===== src/rtl/accum_pass_sequencer_if.sv =====
`default_nettype none
// ============================================================================
// Module      : accum_pass_sequencer_if
// Description : Bundle of command, bias-load, row-stream, accumulator-strobe
//               and output-FIFO signals between the accumulator pass
//               sequencer and its surroundings.
//               master : sequencer side (drives the o_* signals)
//               slave  : environment side (drives the i_* signals)
//               Ports  : command (i_start, i_base_addr, i_len, i_passes,
//               o_busy, o_done, o_cmd_err), bias load (i_bias_valid,
//               o_prepare_weight, o_set_bias), row stream (i_row_valid,
//               o_row_req), accumulator (o_rd_en, o_rd_addr, o_bias_mode,
//               o_wr_en), output FIFO (o_execute_out_fifo_wr_en,
//               i_execute_out_fifo_rd_en), status (o_pass_idx).
// Revision    : 1.0 - initial release
// ============================================================================
interface accum_pass_sequencer_if #(
    parameter int ADDR_WIDTH = 8,
    parameter int LEN_WIDTH  = 9,
    parameter int PASS_WIDTH = 8
) ();
    logic                  i_start;
    logic [ADDR_WIDTH-1:0] i_base_addr;
    logic [LEN_WIDTH-1:0]  i_len;
    logic [PASS_WIDTH-1:0] i_passes;
    logic                  o_busy;
    logic                  o_done;
    logic                  o_cmd_err;
    logic                  i_bias_valid;
    logic                  o_prepare_weight;
    logic                  o_set_bias;
    logic                  i_row_valid;
    logic                  o_row_req;
    logic                  o_rd_en;
    logic [ADDR_WIDTH-1:0] o_rd_addr;
    logic                  o_bias_mode;
    logic                  o_wr_en;
    logic                  o_execute_out_fifo_wr_en;
    logic                  i_execute_out_fifo_rd_en;
    logic [PASS_WIDTH-1:0] o_pass_idx;

    modport master (
        input  i_start, i_base_addr, i_len, i_passes,
        input  i_bias_valid, i_row_valid, i_execute_out_fifo_rd_en,
        output o_busy, o_done, o_cmd_err, o_prepare_weight, o_set_bias,
        output o_row_req, o_rd_en, o_rd_addr, o_bias_mode, o_wr_en,
        output o_execute_out_fifo_wr_en, o_pass_idx
    );

    modport slave (
        output i_start, i_base_addr, i_len, i_passes,
        output i_bias_valid, i_row_valid, i_execute_out_fifo_rd_en,
        input  o_busy, o_done, o_cmd_err, o_prepare_weight, o_set_bias,
        input  o_row_req, o_rd_en, o_rd_addr, o_bias_mode, o_wr_en,
        input  o_execute_out_fifo_wr_en, o_pass_idx
    );
endinterface
`default_nettype wire


===== src/rtl/accum_pass_sequencer.sv =====
`default_nettype none
// ============================================================================
// Module      : accum_pass_sequencer
// Description : Tile sequencer for the dual FP32 accumulator slice. Accepts a
//               tile command, loads the per-column bias, streams row reads
//               for each K-pass (bias mode on pass 0), delays write and
//               result strobes to match the adder/BRAM pipeline, throttles
//               last-pass issue against output-FIFO credits and pulses done.
//               Ports : clk, rst_n (async, active-low), bus (master modport
//               of accum_pass_sequencer_if carrying all command/data strobes).
// Revision    : 1.0 - initial release
// ============================================================================
module accum_pass_sequencer #(
    parameter int ADDR_WIDTH     = 8,
    parameter int LEN_WIDTH      = 9,
    parameter int PASS_WIDTH     = 8,
    parameter int ACC_LATENCY    = 7,
    parameter int OUT_FIFO_DEPTH = 64
) (
    input  wire                     clk,
    input  wire                     rst_n,
    accum_pass_sequencer_if.master  bus
);

    localparam int OCC_W = $clog2(OUT_FIFO_DEPTH + 1);

    localparam logic [LEN_WIDTH-1:0] c_gap_span  = LEN_WIDTH'(ACC_LATENCY + 1);
    localparam logic [LEN_WIDTH-1:0] c_drain_cnt = LEN_WIDTH'(ACC_LATENCY - 1);
    localparam logic [OCC_W-1:0]     c_depth     = OCC_W'(OUT_FIFO_DEPTH);

    typedef enum logic [2:0] {
        S_IDLE  = 3'd0,
        S_BIAS  = 3'd1,
        S_SET   = 3'd2,
        S_RUN   = 3'd3,
        S_GAP   = 3'd4,
        S_DRAIN = 3'd5,
        S_DONE  = 3'd6
    } state_t;

    state_t                r_state;
    state_t                w_state_next;

    logic [ADDR_WIDTH-1:0] r_base;
    logic [LEN_WIDTH-1:0]  r_len;
    logic [PASS_WIDTH-1:0] r_passes;
    logic [LEN_WIDTH-1:0]  r_row;
    logic [PASS_WIDTH-1:0] r_pass;
    logic [LEN_WIDTH-1:0]  r_cnt;       // shared GAP / DRAIN countdown
    logic [OCC_W-1:0]      r_occ;       // output FIFO occupancy incl. reservations

    logic                  r_busy;
    logic                  r_done;
    logic                  r_cmd_err;
    logic                  r_set_bias;
    logic                  r_rd_en;
    logic                  r_rd_last;
    logic [ADDR_WIDTH-1:0] r_rd_addr;
    logic                  r_bias_mode;

    logic [ACC_LATENCY-1:0] r_pipe_rd;
    logic [ACC_LATENCY-1:0] r_pipe_last;

    logic                  w_row_req;
    logic                  w_prepare;
    logic                  w_xfer;
    logic                  w_last_pass;
    logic                  w_last_row;
    logic                  w_credits_zero;
    logic                  w_cmd_zero;
    logic                  w_accept;
    logic [LEN_WIDTH-1:0]  w_gap_len;
    logic                  w_occ_inc;
    logic                  w_occ_dec;

    assign w_last_pass    = (r_pass == r_passes - PASS_WIDTH'(1));
    assign w_last_row     = (r_row == r_len - LEN_WIDTH'(1));
    assign w_credits_zero = (r_occ == c_depth);
    assign w_cmd_zero     = (bus.i_len == '0) || (bus.i_passes == '0);
    assign w_accept       = (r_state == S_IDLE) && bus.i_start;
    assign w_xfer         = w_row_req && bus.i_row_valid;

    // Short passes need idle cycles so the first row of the next pass is not
    // read before the write of the same row from this pass has landed.
    assign w_gap_len = (r_len >= c_gap_span) ? '0 : (c_gap_span - r_len);

    // Credits are reserved when a last-pass row is issued, not when its
    // result reaches the FIFO, so in-flight results can never overflow it.
    assign w_occ_inc = w_xfer && w_last_pass;
    assign w_occ_dec = bus.i_execute_out_fifo_rd_en && (r_occ != '0);

    // ------------------------------------------------------------------------
    // State register
    // ------------------------------------------------------------------------
    always_ff @(posedge clk or negedge rst_n) begin
        if (!rst_n) begin
            r_state <= S_IDLE;
        end else begin
            r_state <= w_state_next;
        end
    end

    // ------------------------------------------------------------------------
    // Next-state and combinational outputs
    // ------------------------------------------------------------------------
    always_comb begin
        w_state_next = r_state;
        w_row_req    = 1'b0;
        w_prepare    = 1'b0;
        case (r_state)
            S_IDLE: begin
                if (bus.i_start) begin
                    w_state_next = w_cmd_zero ? S_DONE : S_BIAS;
                end
            end
            S_BIAS: begin
                w_prepare = bus.i_bias_valid;
                if (bus.i_bias_valid) begin
                    w_state_next = S_SET;
                end
            end
            S_SET: begin
                w_state_next = S_RUN;
            end
            S_RUN: begin
                w_row_req = !(w_last_pass && w_credits_zero);
                if (w_row_req && bus.i_row_valid && w_last_row) begin
                    w_state_next = w_last_pass ? S_DRAIN : S_GAP;
                end
            end
            S_GAP: begin
                // A loaded count of 0 or 1 both mean a single GAP cycle.
                if (r_cnt <= LEN_WIDTH'(1)) begin
                    w_state_next = S_RUN;
                end
            end
            S_DRAIN: begin
                if (r_cnt == '0) begin
                    w_state_next = S_DONE;
                end
            end
            S_DONE: begin
                w_state_next = S_IDLE;
            end
            default: begin
                w_state_next = S_IDLE;
            end
        endcase
    end

    // ------------------------------------------------------------------------
    // Datapath, registered outputs and write-strobe delay line
    // ------------------------------------------------------------------------
    always_ff @(posedge clk or negedge rst_n) begin
        if (!rst_n) begin
            r_base      <= '0;
            r_len       <= '0;
            r_passes    <= '0;
            r_row       <= '0;
            r_pass      <= '0;
            r_cnt       <= '0;
            r_occ       <= '0;
            r_busy      <= 1'b0;
            r_done      <= 1'b0;
            r_cmd_err   <= 1'b0;
            r_set_bias  <= 1'b0;
            r_rd_en     <= 1'b0;
            r_rd_last   <= 1'b0;
            r_rd_addr   <= '0;
            r_bias_mode <= 1'b0;
            r_pipe_rd   <= '0;
            r_pipe_last <= '0;
        end else begin
            if (w_accept) begin
                r_base   <= bus.i_base_addr;
                r_len    <= bus.i_len;
                r_passes <= bus.i_passes;
                r_row    <= '0;
                r_pass   <= '0;
            end

            if (w_xfer) begin
                // Row index is narrowed to the BRAM width so the address wraps.
                r_rd_addr <= r_base + r_row[ADDR_WIDTH-1:0];
                if (w_last_row) begin
                    if (!w_last_pass) begin
                        r_pass <= r_pass + PASS_WIDTH'(1);
                        r_row  <= '0;
                        r_cnt  <= w_gap_len;
                    end else begin
                        r_cnt  <= c_drain_cnt;
                    end
                end else begin
                    r_row <= r_row + LEN_WIDTH'(1);
                end
            end else if ((r_state == S_GAP || r_state == S_DRAIN) && r_cnt != '0) begin
                r_cnt <= r_cnt - LEN_WIDTH'(1);
            end

            r_rd_en     <= w_xfer;
            r_rd_last   <= w_xfer && w_last_pass;
            r_bias_mode <= w_xfer && (r_pass == '0);

            r_busy      <= (w_state_next != S_IDLE);
            r_done      <= (w_state_next == S_DONE);
            r_set_bias  <= (w_state_next == S_SET);
            r_cmd_err   <= w_accept && w_cmd_zero;

            r_pipe_rd   <= (r_pipe_rd << 1)   | ACC_LATENCY'(r_rd_en);
            r_pipe_last <= (r_pipe_last << 1) | ACC_LATENCY'(r_rd_last);

            if (w_occ_inc && !w_occ_dec) begin
                r_occ <= r_occ + OCC_W'(1);
            end else if (!w_occ_inc && w_occ_dec) begin
                r_occ <= r_occ - OCC_W'(1);
            end
        end
    end

    assign bus.o_busy                   = r_busy;
    assign bus.o_done                   = r_done;
    assign bus.o_cmd_err                = r_cmd_err;
    assign bus.o_prepare_weight         = w_prepare;
    assign bus.o_set_bias               = r_set_bias;
    assign bus.o_row_req                = w_row_req;
    assign bus.o_rd_en                  = r_rd_en;
    assign bus.o_rd_addr                = r_rd_addr;
    assign bus.o_bias_mode              = r_bias_mode;
    assign bus.o_wr_en                  = r_pipe_rd[ACC_LATENCY-1];
    assign bus.o_execute_out_fifo_wr_en = r_pipe_rd[ACC_LATENCY-1] & r_pipe_last[ACC_LATENCY-1];
    assign bus.o_pass_idx               = r_pass;

endmodule
`default_nettype wire


===== src/flat_wrapper.sv =====
// flat-port wrapper written by rule: the top's interface ports become plain ports
module accum_pass_sequencer_flat 
#(
    parameter int ADDR_WIDTH     = 8,
    parameter int LEN_WIDTH      = 9,
    parameter int PASS_WIDTH     = 8,
    parameter int ACC_LATENCY    = 7,
    parameter int OUT_FIFO_DEPTH = 64
)
  (clk, rst_n, bus_i_start, bus_i_base_addr, bus_i_len, bus_i_passes, bus_i_bias_valid, bus_i_row_valid, bus_i_execute_out_fifo_rd_en, bus_o_busy, bus_o_done, bus_o_cmd_err, bus_o_prepare_weight, bus_o_set_bias, bus_o_row_req, bus_o_rd_en, bus_o_rd_addr, bus_o_bias_mode, bus_o_wr_en, bus_o_execute_out_fifo_wr_en, bus_o_pass_idx);
  accum_pass_sequencer_if #(.ADDR_WIDTH(ADDR_WIDTH), .LEN_WIDTH(LEN_WIDTH), .PASS_WIDTH(PASS_WIDTH)) bus_i ();
  input  wire clk;
  input  wire rst_n;
  input wire logic [$bits(bus_i.i_start)-1:0] bus_i_start;
  input wire logic [$bits(bus_i.i_base_addr)-1:0] bus_i_base_addr;
  input wire logic [$bits(bus_i.i_len)-1:0] bus_i_len;
  input wire logic [$bits(bus_i.i_passes)-1:0] bus_i_passes;
  input wire logic [$bits(bus_i.i_bias_valid)-1:0] bus_i_bias_valid;
  input wire logic [$bits(bus_i.i_row_valid)-1:0] bus_i_row_valid;
  input wire logic [$bits(bus_i.i_execute_out_fifo_rd_en)-1:0] bus_i_execute_out_fifo_rd_en;
  output wire logic [$bits(bus_i.o_busy)-1:0] bus_o_busy;
  output wire logic [$bits(bus_i.o_done)-1:0] bus_o_done;
  output wire logic [$bits(bus_i.o_cmd_err)-1:0] bus_o_cmd_err;
  output wire logic [$bits(bus_i.o_prepare_weight)-1:0] bus_o_prepare_weight;
  output wire logic [$bits(bus_i.o_set_bias)-1:0] bus_o_set_bias;
  output wire logic [$bits(bus_i.o_row_req)-1:0] bus_o_row_req;
  output wire logic [$bits(bus_i.o_rd_en)-1:0] bus_o_rd_en;
  output wire logic [$bits(bus_i.o_rd_addr)-1:0] bus_o_rd_addr;
  output wire logic [$bits(bus_i.o_bias_mode)-1:0] bus_o_bias_mode;
  output wire logic [$bits(bus_i.o_wr_en)-1:0] bus_o_wr_en;
  output wire logic [$bits(bus_i.o_execute_out_fifo_wr_en)-1:0] bus_o_execute_out_fifo_wr_en;
  output wire logic [$bits(bus_i.o_pass_idx)-1:0] bus_o_pass_idx;
  assign bus_i.i_start = bus_i_start;
  assign bus_i.i_base_addr = bus_i_base_addr;
  assign bus_i.i_len = bus_i_len;
  assign bus_i.i_passes = bus_i_passes;
  assign bus_i.i_bias_valid = bus_i_bias_valid;
  assign bus_i.i_row_valid = bus_i_row_valid;
  assign bus_i.i_execute_out_fifo_rd_en = bus_i_execute_out_fifo_rd_en;
  assign bus_o_busy = bus_i.o_busy;
  assign bus_o_done = bus_i.o_done;
  assign bus_o_cmd_err = bus_i.o_cmd_err;
  assign bus_o_prepare_weight = bus_i.o_prepare_weight;
  assign bus_o_set_bias = bus_i.o_set_bias;
  assign bus_o_row_req = bus_i.o_row_req;
  assign bus_o_rd_en = bus_i.o_rd_en;
  assign bus_o_rd_addr = bus_i.o_rd_addr;
  assign bus_o_bias_mode = bus_i.o_bias_mode;
  assign bus_o_wr_en = bus_i.o_wr_en;
  assign bus_o_execute_out_fifo_wr_en = bus_i.o_execute_out_fifo_wr_en;
  assign bus_o_pass_idx = bus_i.o_pass_idx;
  accum_pass_sequencer #(.ADDR_WIDTH(ADDR_WIDTH), .LEN_WIDTH(LEN_WIDTH), .PASS_WIDTH(PASS_WIDTH), .ACC_LATENCY(ACC_LATENCY), .OUT_FIFO_DEPTH(OUT_FIFO_DEPTH)) u_core (.clk(clk), .rst_n(rst_n), .bus(bus_i));
endmodule

===== config.mk =====
export PLATFORM = sky130hd
export DESIGN_NAME = accum_pass_sequencer_flat
export DESIGN_NICKNAME = d
export VERILOG_FILES = /design/src/rtl/accum_pass_sequencer_if.sv /design/src/rtl/accum_pass_sequencer.sv /design/src/flat_wrapper.sv
export SDC_FILE = /design/constraint.sdc
export NUM_CORES = 1
export LEC_CHECK = 0
export BUFFER_PORTS_ARGS = -buffer_cell sky130_fd_sc_hd__buf_2
export CAP_MARGIN = 15
export CORE_MARGIN = 2
export CORE_UTILIZATION = 59
export DETAILED_ROUTE_END_ITERATION = 10
export GPL_TIMING_DRIVEN = 1
export MAX_ROUTING_LAYER = met4
export PLACE_DENSITY = 0.85
export REMOVE_ABC_BUFFERS = 1
export SLEW_MARGIN = 20
export SYNTH_ARGS = -nofsm -noshare
export SYNTH_HDL_FRONTEND = slang
export SYNTH_SLANG_ARGS = --single-unit

===== constraint.sdc =====
create_clock -name clk -period 4.83 [get_ports clk]
set_input_delay 0 -clock clk [delete_from_list [all_inputs] [get_ports clk]]
set_output_delay 0 -clock clk [all_outputs]
set_load 0.05 [all_outputs]

# Word level (Yosys, flattened, before mapping)
# Index checks and enable logic that the tools add are counted.
[op_classes] bitwise_logic=3 magnitude_cmp=2 reduce_logical=28 n_eq_ne=11 addsub=9 mux=25
[op_table] cell="$mux W9" count=9
[op_table] cell="$mux W8" count=4
[op_table] cell="$logic_not A9 Y1" count=2
[op_table] cell="$mux W3" count=6
[op_table] cell="$pmux W3 S6" count=1
[op_table] cell="$sub A9 B1 Y9 const B" count=2
[op_table] cell="$logic_not A8 Y1" count=2
[op_table] cell="$mux W7" count=2
[op_table] cell="$or A7 B1 Y7" count=2
[op_table] cell="$logic_and A1 B1 Y1" count=12
[op_table] cell="$add A9 B1 Y9 const B" count=1
[op_table] cell="$eq A3 B2 Y1 const B" count=3
[op_table] cell="$eq A3 B3 Y1 const B" count=3
[op_table] cell="$eq A9 B9 Y1" count=1
[op_table] cell="$ge A9 B4 Y1 const B" count=1
[op_table] cell="$le A9 B1 Y1 const B" count=1
[op_table] cell="$reduce_bool A9 Y1" count=1
[op_table] cell="$sub A4 B9 Y9 const A" count=1
[op_table] cell="$add A8 B1 Y8 const B" count=1
[op_table] cell="$add A8 B8 Y8" count=1
[op_table] cell="$eq A8 B8 Y1" count=1
[op_table] cell="$sub A8 B1 Y8 const B" count=1
[op_table] cell="$add A7 B1 Y7 const B" count=1
[op_table] cell="$eq A7 B7 Y1 const B" count=1
[op_table] cell="12 further kinds" count=18
[totals] word_cells=96 regBits=90 inputBits=31

# Depth between registers and ports, before layout
[depth] depth_word=11 ltp_mapped=21 mapped_depth_nobuf=19

# Worst setup path after synthesis
# No wires, ideal clock.
[synth_timing] path_type="register to register" start="register u_core.r_pass[2], in the netlist u_core.bus.o_pass_idx[2]" end="register u_core.r_occ[6]" required_ns=4.705 n_path_buf=3 period_less_slack_ns=4.197 setup_slack_ns=0.633 stages_incl_launch_ff=21 arrival_time_ns=4.072 cell_sequence="dfrtp_1 -> clkbuf_1 -> nor2b_1 -> or3_1 -> a31oi_1 -> and4_1 -> a21o_1 -> buf_2 -> inv_2 -> buf_2 -> and3_1 -> ha_1 -> inv_1 -> ha_1 -> a21o_1 -> a21oi_1 -> o21bai_1 -> a21oi_1 -> xnor2_1 -> nor2_1 -> xor2_1"
[synth_between] elab_chain_cells=9 elab_cells_between_ends=11 classes_between="1 x eq/ne; 2 x mux; 8 x reduce/logical"
[synth_lines] item="start: declaration" line_no="accum_pass_sequencer.sv:48" text="logic [PASS_WIDTH-1:0] r_pass;"
[synth_lines] item="start signal: assignment" line_no="accum_pass_sequencer.sv:187" text="r_pass <= r_pass + PASS_WIDTH'(1);"
[synth_lines] item="$eq A8 B8 Y1 (*)" line_no="accum_pass_sequencer.sv:76" text="assign w_last_pass = (r_pass == r_passes - PASS_WIDTH'(1));"
[synth_lines] item="$logic_and A1 B1 Y1 (*)" line_no="accum_pass_sequencer.sv:126" text="w_row_req = !(w_last_pass && w_credits_zero);"
[synth_lines] item="$logic_not A1 Y1 (*)" line_no="accum_pass_sequencer.sv:126"
[synth_lines] item="$mux W1 (*)" line_no="accum_pass_sequencer.sv:110" text="case (r_state)"
[synth_lines] item="$logic_and A1 B1 Y1 (*)" line_no="accum_pass_sequencer.sv:81" text="assign w_xfer = w_row_req && bus.i_row_valid;"
[synth_lines] item="net u_core.w_xfer" line_no="accum_pass_sequencer.sv:66" text="logic w_xfer;"
[synth_lines] item="$logic_and A1 B1 Y1 (*)" line_no="accum_pass_sequencer.sv:89" text="assign w_occ_inc = w_xfer && w_last_pass;"
[synth_lines] item="net u_core.w_occ_inc" line_no="accum_pass_sequencer.sv:73" text="logic w_occ_inc;"
[synth_lines] item="$logic_not A1 Y1" line_no="accum_pass_sequencer.sv:214" text="end else if (!w_occ_inc && w_occ_dec) begin"
[synth_lines] item="$logic_and A1 B1 Y1" line_no="accum_pass_sequencer.sv:214"
[synth_lines] item="$reduce_bool A2 Y1 (no source line)"
[synth_lines] item="end signal: assignment" line_no="accum_pass_sequencer.sv:213" text="r_occ <= r_occ + OCC_W'(1);"
[synth_lines] item="end signal: assignment" line_no="accum_pass_sequencer.sv:215" text="r_occ <= r_occ - OCC_W'(1);"
[synth_lines] item="end: declaration" line_no="accum_pass_sequencer.sv:50" text="logic [OCC_W-1:0] r_occ;"
# Mark *: on every way through the listed nets, which the timed path passes. The rest lies on a longest branch.
# A chain may end at the register's enable or synchronous reset.

# Worst setup path after layout
[layout_timing] start="register u_core.r_passes[4]" end="register u_core.r_occ[6]"
[layout_between] elab_chain_cells=10 elab_cells_between_ends=12 classes_between="1 x add/sub; 1 x eq/ne; 2 x mux; 8 x reduce/logical"
[layout_lines] item="start: declaration" line_no="accum_pass_sequencer.sv:46" text="logic [PASS_WIDTH-1:0] r_passes;"
[layout_lines] item="start signal: assignment" line_no="accum_pass_sequencer.sv:177" text="r_passes <= bus.i_passes;"
[layout_lines] item="$sub A8 B1 Y8 (*)" line_no="accum_pass_sequencer.sv:76"
[layout_lines] item="$eq A8 B8 Y1 (*)" line_no="accum_pass_sequencer.sv:76"
[layout_lines] item="$logic_and A1 B1 Y1" line_no="accum_pass_sequencer.sv:126"
[layout_lines] item="$logic_not A1 Y1" line_no="accum_pass_sequencer.sv:126"
[layout_lines] item="$mux W1" line_no="accum_pass_sequencer.sv:110"
[layout_lines] item="$logic_and A1 B1 Y1" line_no="accum_pass_sequencer.sv:81"
[layout_lines] item="$logic_and A1 B1 Y1 (*)" line_no="accum_pass_sequencer.sv:89"
[layout_lines] item="net u_core.w_occ_inc" line_no="accum_pass_sequencer.sv:73"
[layout_lines] item="$logic_not A1 Y1" line_no="accum_pass_sequencer.sv:214"
[layout_lines] item="$logic_and A1 B1 Y1" line_no="accum_pass_sequencer.sv:214"
[layout_lines] item="$reduce_bool A2 Y1 (no source line)"
# Marked as above.

==> impl_metrics.yaml <==
logic_synthesis:
  postSynth.asyncResetShare_pct: 100
  synth_largest_area_cell: "dfrtp_1"
  synthMostInstantiatedCell: "nand2_1"
  synth_edf_count: 0
  syn_area_per_cell_um2: 9.41
  synth-main-ff-cell: "dfrtp_1"
  yosys.cell_types.count: 68
  ys_ff_latch: 90
  post_synth_most_frequent_cells: "nand2_1, dfrtp_1, o21ai_0"
  yosys_synthesis_warning_count: 0
  synthesis.instances: 546
  synth_top_area_share_pct: 43.8
  sequential_to_total_area_share_from_yosys_stat_pct: 43.8
  synth_area_leaders: "dfrtp_1, nand2_1, ha_1"
  syn-cell-area_um2: 5140
cts:
  clock_latency_ps: 370
  cts.repair.resized: 0
  holdBufCountCts: 26
  clkSlewWorstSetupHoldPaths_ps: 90
  root_buffer_master: "clkbuf_8"
  tritoncts.num_buffers: 9
  tritoncts: "done"
  post_cts_buffers: 0
  cts.path.max_buffers: 2
  cts.htree.levels: 3
  cts.sinks: 90
drt:
  firstDrtPassIters: 5
  routed_wirelength_mm: 11.8
  route.antenna.remaining_nets: 0
  drtIter0Drc: 196
  dr_total_vias: 4350
  detail_route.drc_violations: 0
  post_drt_via_cell_ratio: 5.93
  avgRoutedWirePerCell_um: 16.1
sta:
  worstMarginPinSlew_ps: 1050
  report.final.slew_viol_count: 0
  rsz0062_at_grt: "false"
  final-hold-violation-count: 0
  setup_viol: 0
  totalNegativeSetupSlack_ps: 0
  finalWorstPathRequiredPeriod_ps: 4280
  finalWorstSetupSlack_ps: 555
  timing.fmax_mhz: 234
  fin_crit_sh_pct: 88.5
  smallest_hold_slack_ps: 37.5
  final.setup_skew_ps: 8.98
  max-slew-margin-rel_pct: 28.0
cells_and_area:
  seq_area_um2: 2250
  multi_input_logic_area_um2: 2690
  fillers: 663
  drive_above_1_share_pct: 15.2
  area_growth_syn_to_layout_pct: 15.5
  nNetsFinal: 675
  final_util_pct: 69.0
  insertedDiodeCount: 0
placed_design:
  hpwlAfterDp_mm: 8.13
  pre_cts_ws_ps: 607
  port_buffers: 56
  globalplace.congestion: 0.913
floorplan:
  floorplan.die.width_um: 97.3
  die_h_um: 97.3
  initial_core_util_pct: 59.8
  num_io_pins: 57
  rows: 34
  design.core.area_um2: 8590
  dieArea_um2: 9470
grt:
  grt-ovfl-total: 0
  grt_max_degree: 70
  global_route_wire_length_before_repair_mm: 20.3
  via_count_of_the_first_global_routing_pass: 4364
  number_of_antenna_violations_at_the_first_check_in_global_routing: 0
  global_route.usage.total_pct: 27.1
setup_path:
  arrival_ps: 4530
  timing.setup.critical_path_class: "reg -> reg"
  worstSetupEndpointType: "register"
  cp-start-kind: "register"
  cp_cell_sequence: "or3_1 > or3_1 > a211oi_1 > and4_1 > a21o_1 > inv_2 > and3_1 > ha_1 > inv_1 > ha_1 > a21o_1 > a21oi_1 > o21bai_1 > a21oi_1 > xnor2_1 > nor2_1 > xor2_1"
  path_max_fanout: 15
  reg2reg_setup_slack_ps: 550
  timing.critical_path.slowest_stage_cell: "dfrtp_1"
  critical_path_required_ps: 5080
  worst_path_largest_cell_delay_ps: 440
worst_hold_path:
  worstHoldPathType: "in -> reg"
flow_run:
  cap_viol_max_count: 0
power:
  total_leakage_power_nw: 2.80
  vdd_ir_drop_max_mv: 0.311
  power.density_cell_area_nw_per_um2: 554
status:
  run_status: "finished clean"
-- logic make-up (layout without fill, tap and decap cells) --
logic type	Yosys count	after routing	synth area share [%]
AND/OR/NAND/NOR	233	233	22.9
AO/OA/AOI/OAI	102	102	14.2
flip-flops	90	90	43.8
buffers and inverters	47	126	4.04
XOR/XNOR	37	37	6.31
adder cells (fa/ha/maj)	24	24	6.14
multiplexers	13	13	2.58
-- cells in the final DEF (no fill, tap or decap), drive strengths merged, types with 11 or more instances in the layout --
cell type	Yosys	final
dfrtp	90	90
ha	22	22
mux2i	11	11
nor2	27	27
buf	12	61
xor2	12	12
dlygate4sd3	0	26
a21oi	20	20
nor3	11	11
nand2	102	102
xnor2	25	25
nand3	16	16
o21ai	28	28
inv	23	27
-- sequential cells by signal (all words and copies together) (netlist names) --
| register | flops |
|---|---|
| u_core.bus.o_bias_mode | 1 |
| u_core.bus.o_busy | 1 |
| u_core.bus.o_cmd_err | 1 |
| u_core.bus.o_done | 1 |
| u_core.bus.o_pass_idx | 8 |
| u_core.bus.o_rd_addr | 8 |
| u_core.bus.o_rd_en | 1 |
| u_core.bus.o_set_bias | 1 |
| u_core.r_base | 8 |
| u_core.r_cnt | 9 |
| u_core.r_len | 9 |
| u_core.r_occ | 7 |
| u_core.r_passes | 8 |
| u_core.r_pipe_last | 7 |
| u_core.r_pipe_rd | 7 |
| u_core.r_rd_last | 1 |
| u_core.r_row | 9 |
| u_core.r_state | 3 |
-- worst max-delay path: cells and delay by family, from the launching register on --
kind | cells | cell delay (ps)
xor gates and xnor gates | 2 | 280
buffers and inverters | 2 | 340
adders and majority gates | 2 | 550
and+or+nand+nor | 5 | 1400
DFF | 1 | 440
AOI/OAI and AO/OA | 6 | 1140
-- metal layers --
metal,vias to the layer above,track usage (%),part of all wire [%]
li1,2060,-,-
met1,2111,33.8,42
met2,147,44.8,50
met3,32,4.03,5.3
met4,0,10.9,2.8
met5,-,-,0
-- per-stage QoR --
stage          power, mW  cells  area (um^2)
2_1_floorplan       2.37    522         5020
3_3_place_gp        2.67    691         5480
3_5_place_dp        2.76    691         5480
4_1_cts             3.29    733         5930
5_1_grt             3.53    733         5930
6_report            3.28    733         5930
-- layout make-up --
cell class / instances / area share, %
multi-input cells: 409 / 45.3
flip-flops and latches: 90 / 38.0
repair buffers: 87 / 9.78
clock buffers: 10 / 2.32
well taps: 108 / 2.28
inverters: 23 / 1.46
clock inverters: 6 / 0.949
-- power by group --
group	leakage [nW]	total (mW)	internal (mW)	switching, mW
Combinational	1.57	1.51	0.600	0.906
Sequential	1.14	1.27	0.993	0.280
Clock	0.0973	0.506	0.213	0.293
-- path summary, 6_finish.rpt --
| path | startpoint | to | depth (start not counted) |
|---|---|---|---|
| min in group asynchronous | rst_n | u_core.r_len[1] | 2 |
| max in group asynchronous | rst_n | u_core.bus.o_pass_idx[1] | 3 |
| max | u_core.r_passes[4] | u_core.r_occ[6] | 17 |
| min reg2reg | u_core.r_pipe_rd[3] | u_core.r_pipe_rd[4] | 0 |
| max reg2reg | u_core.r_passes[4] | u_core.r_occ[6] | 17 |
| min | bus_i_bias_valid | u_core.bus.o_set_bias | 3 |
No activity file was read; power rests on OpenSTA's default activity.
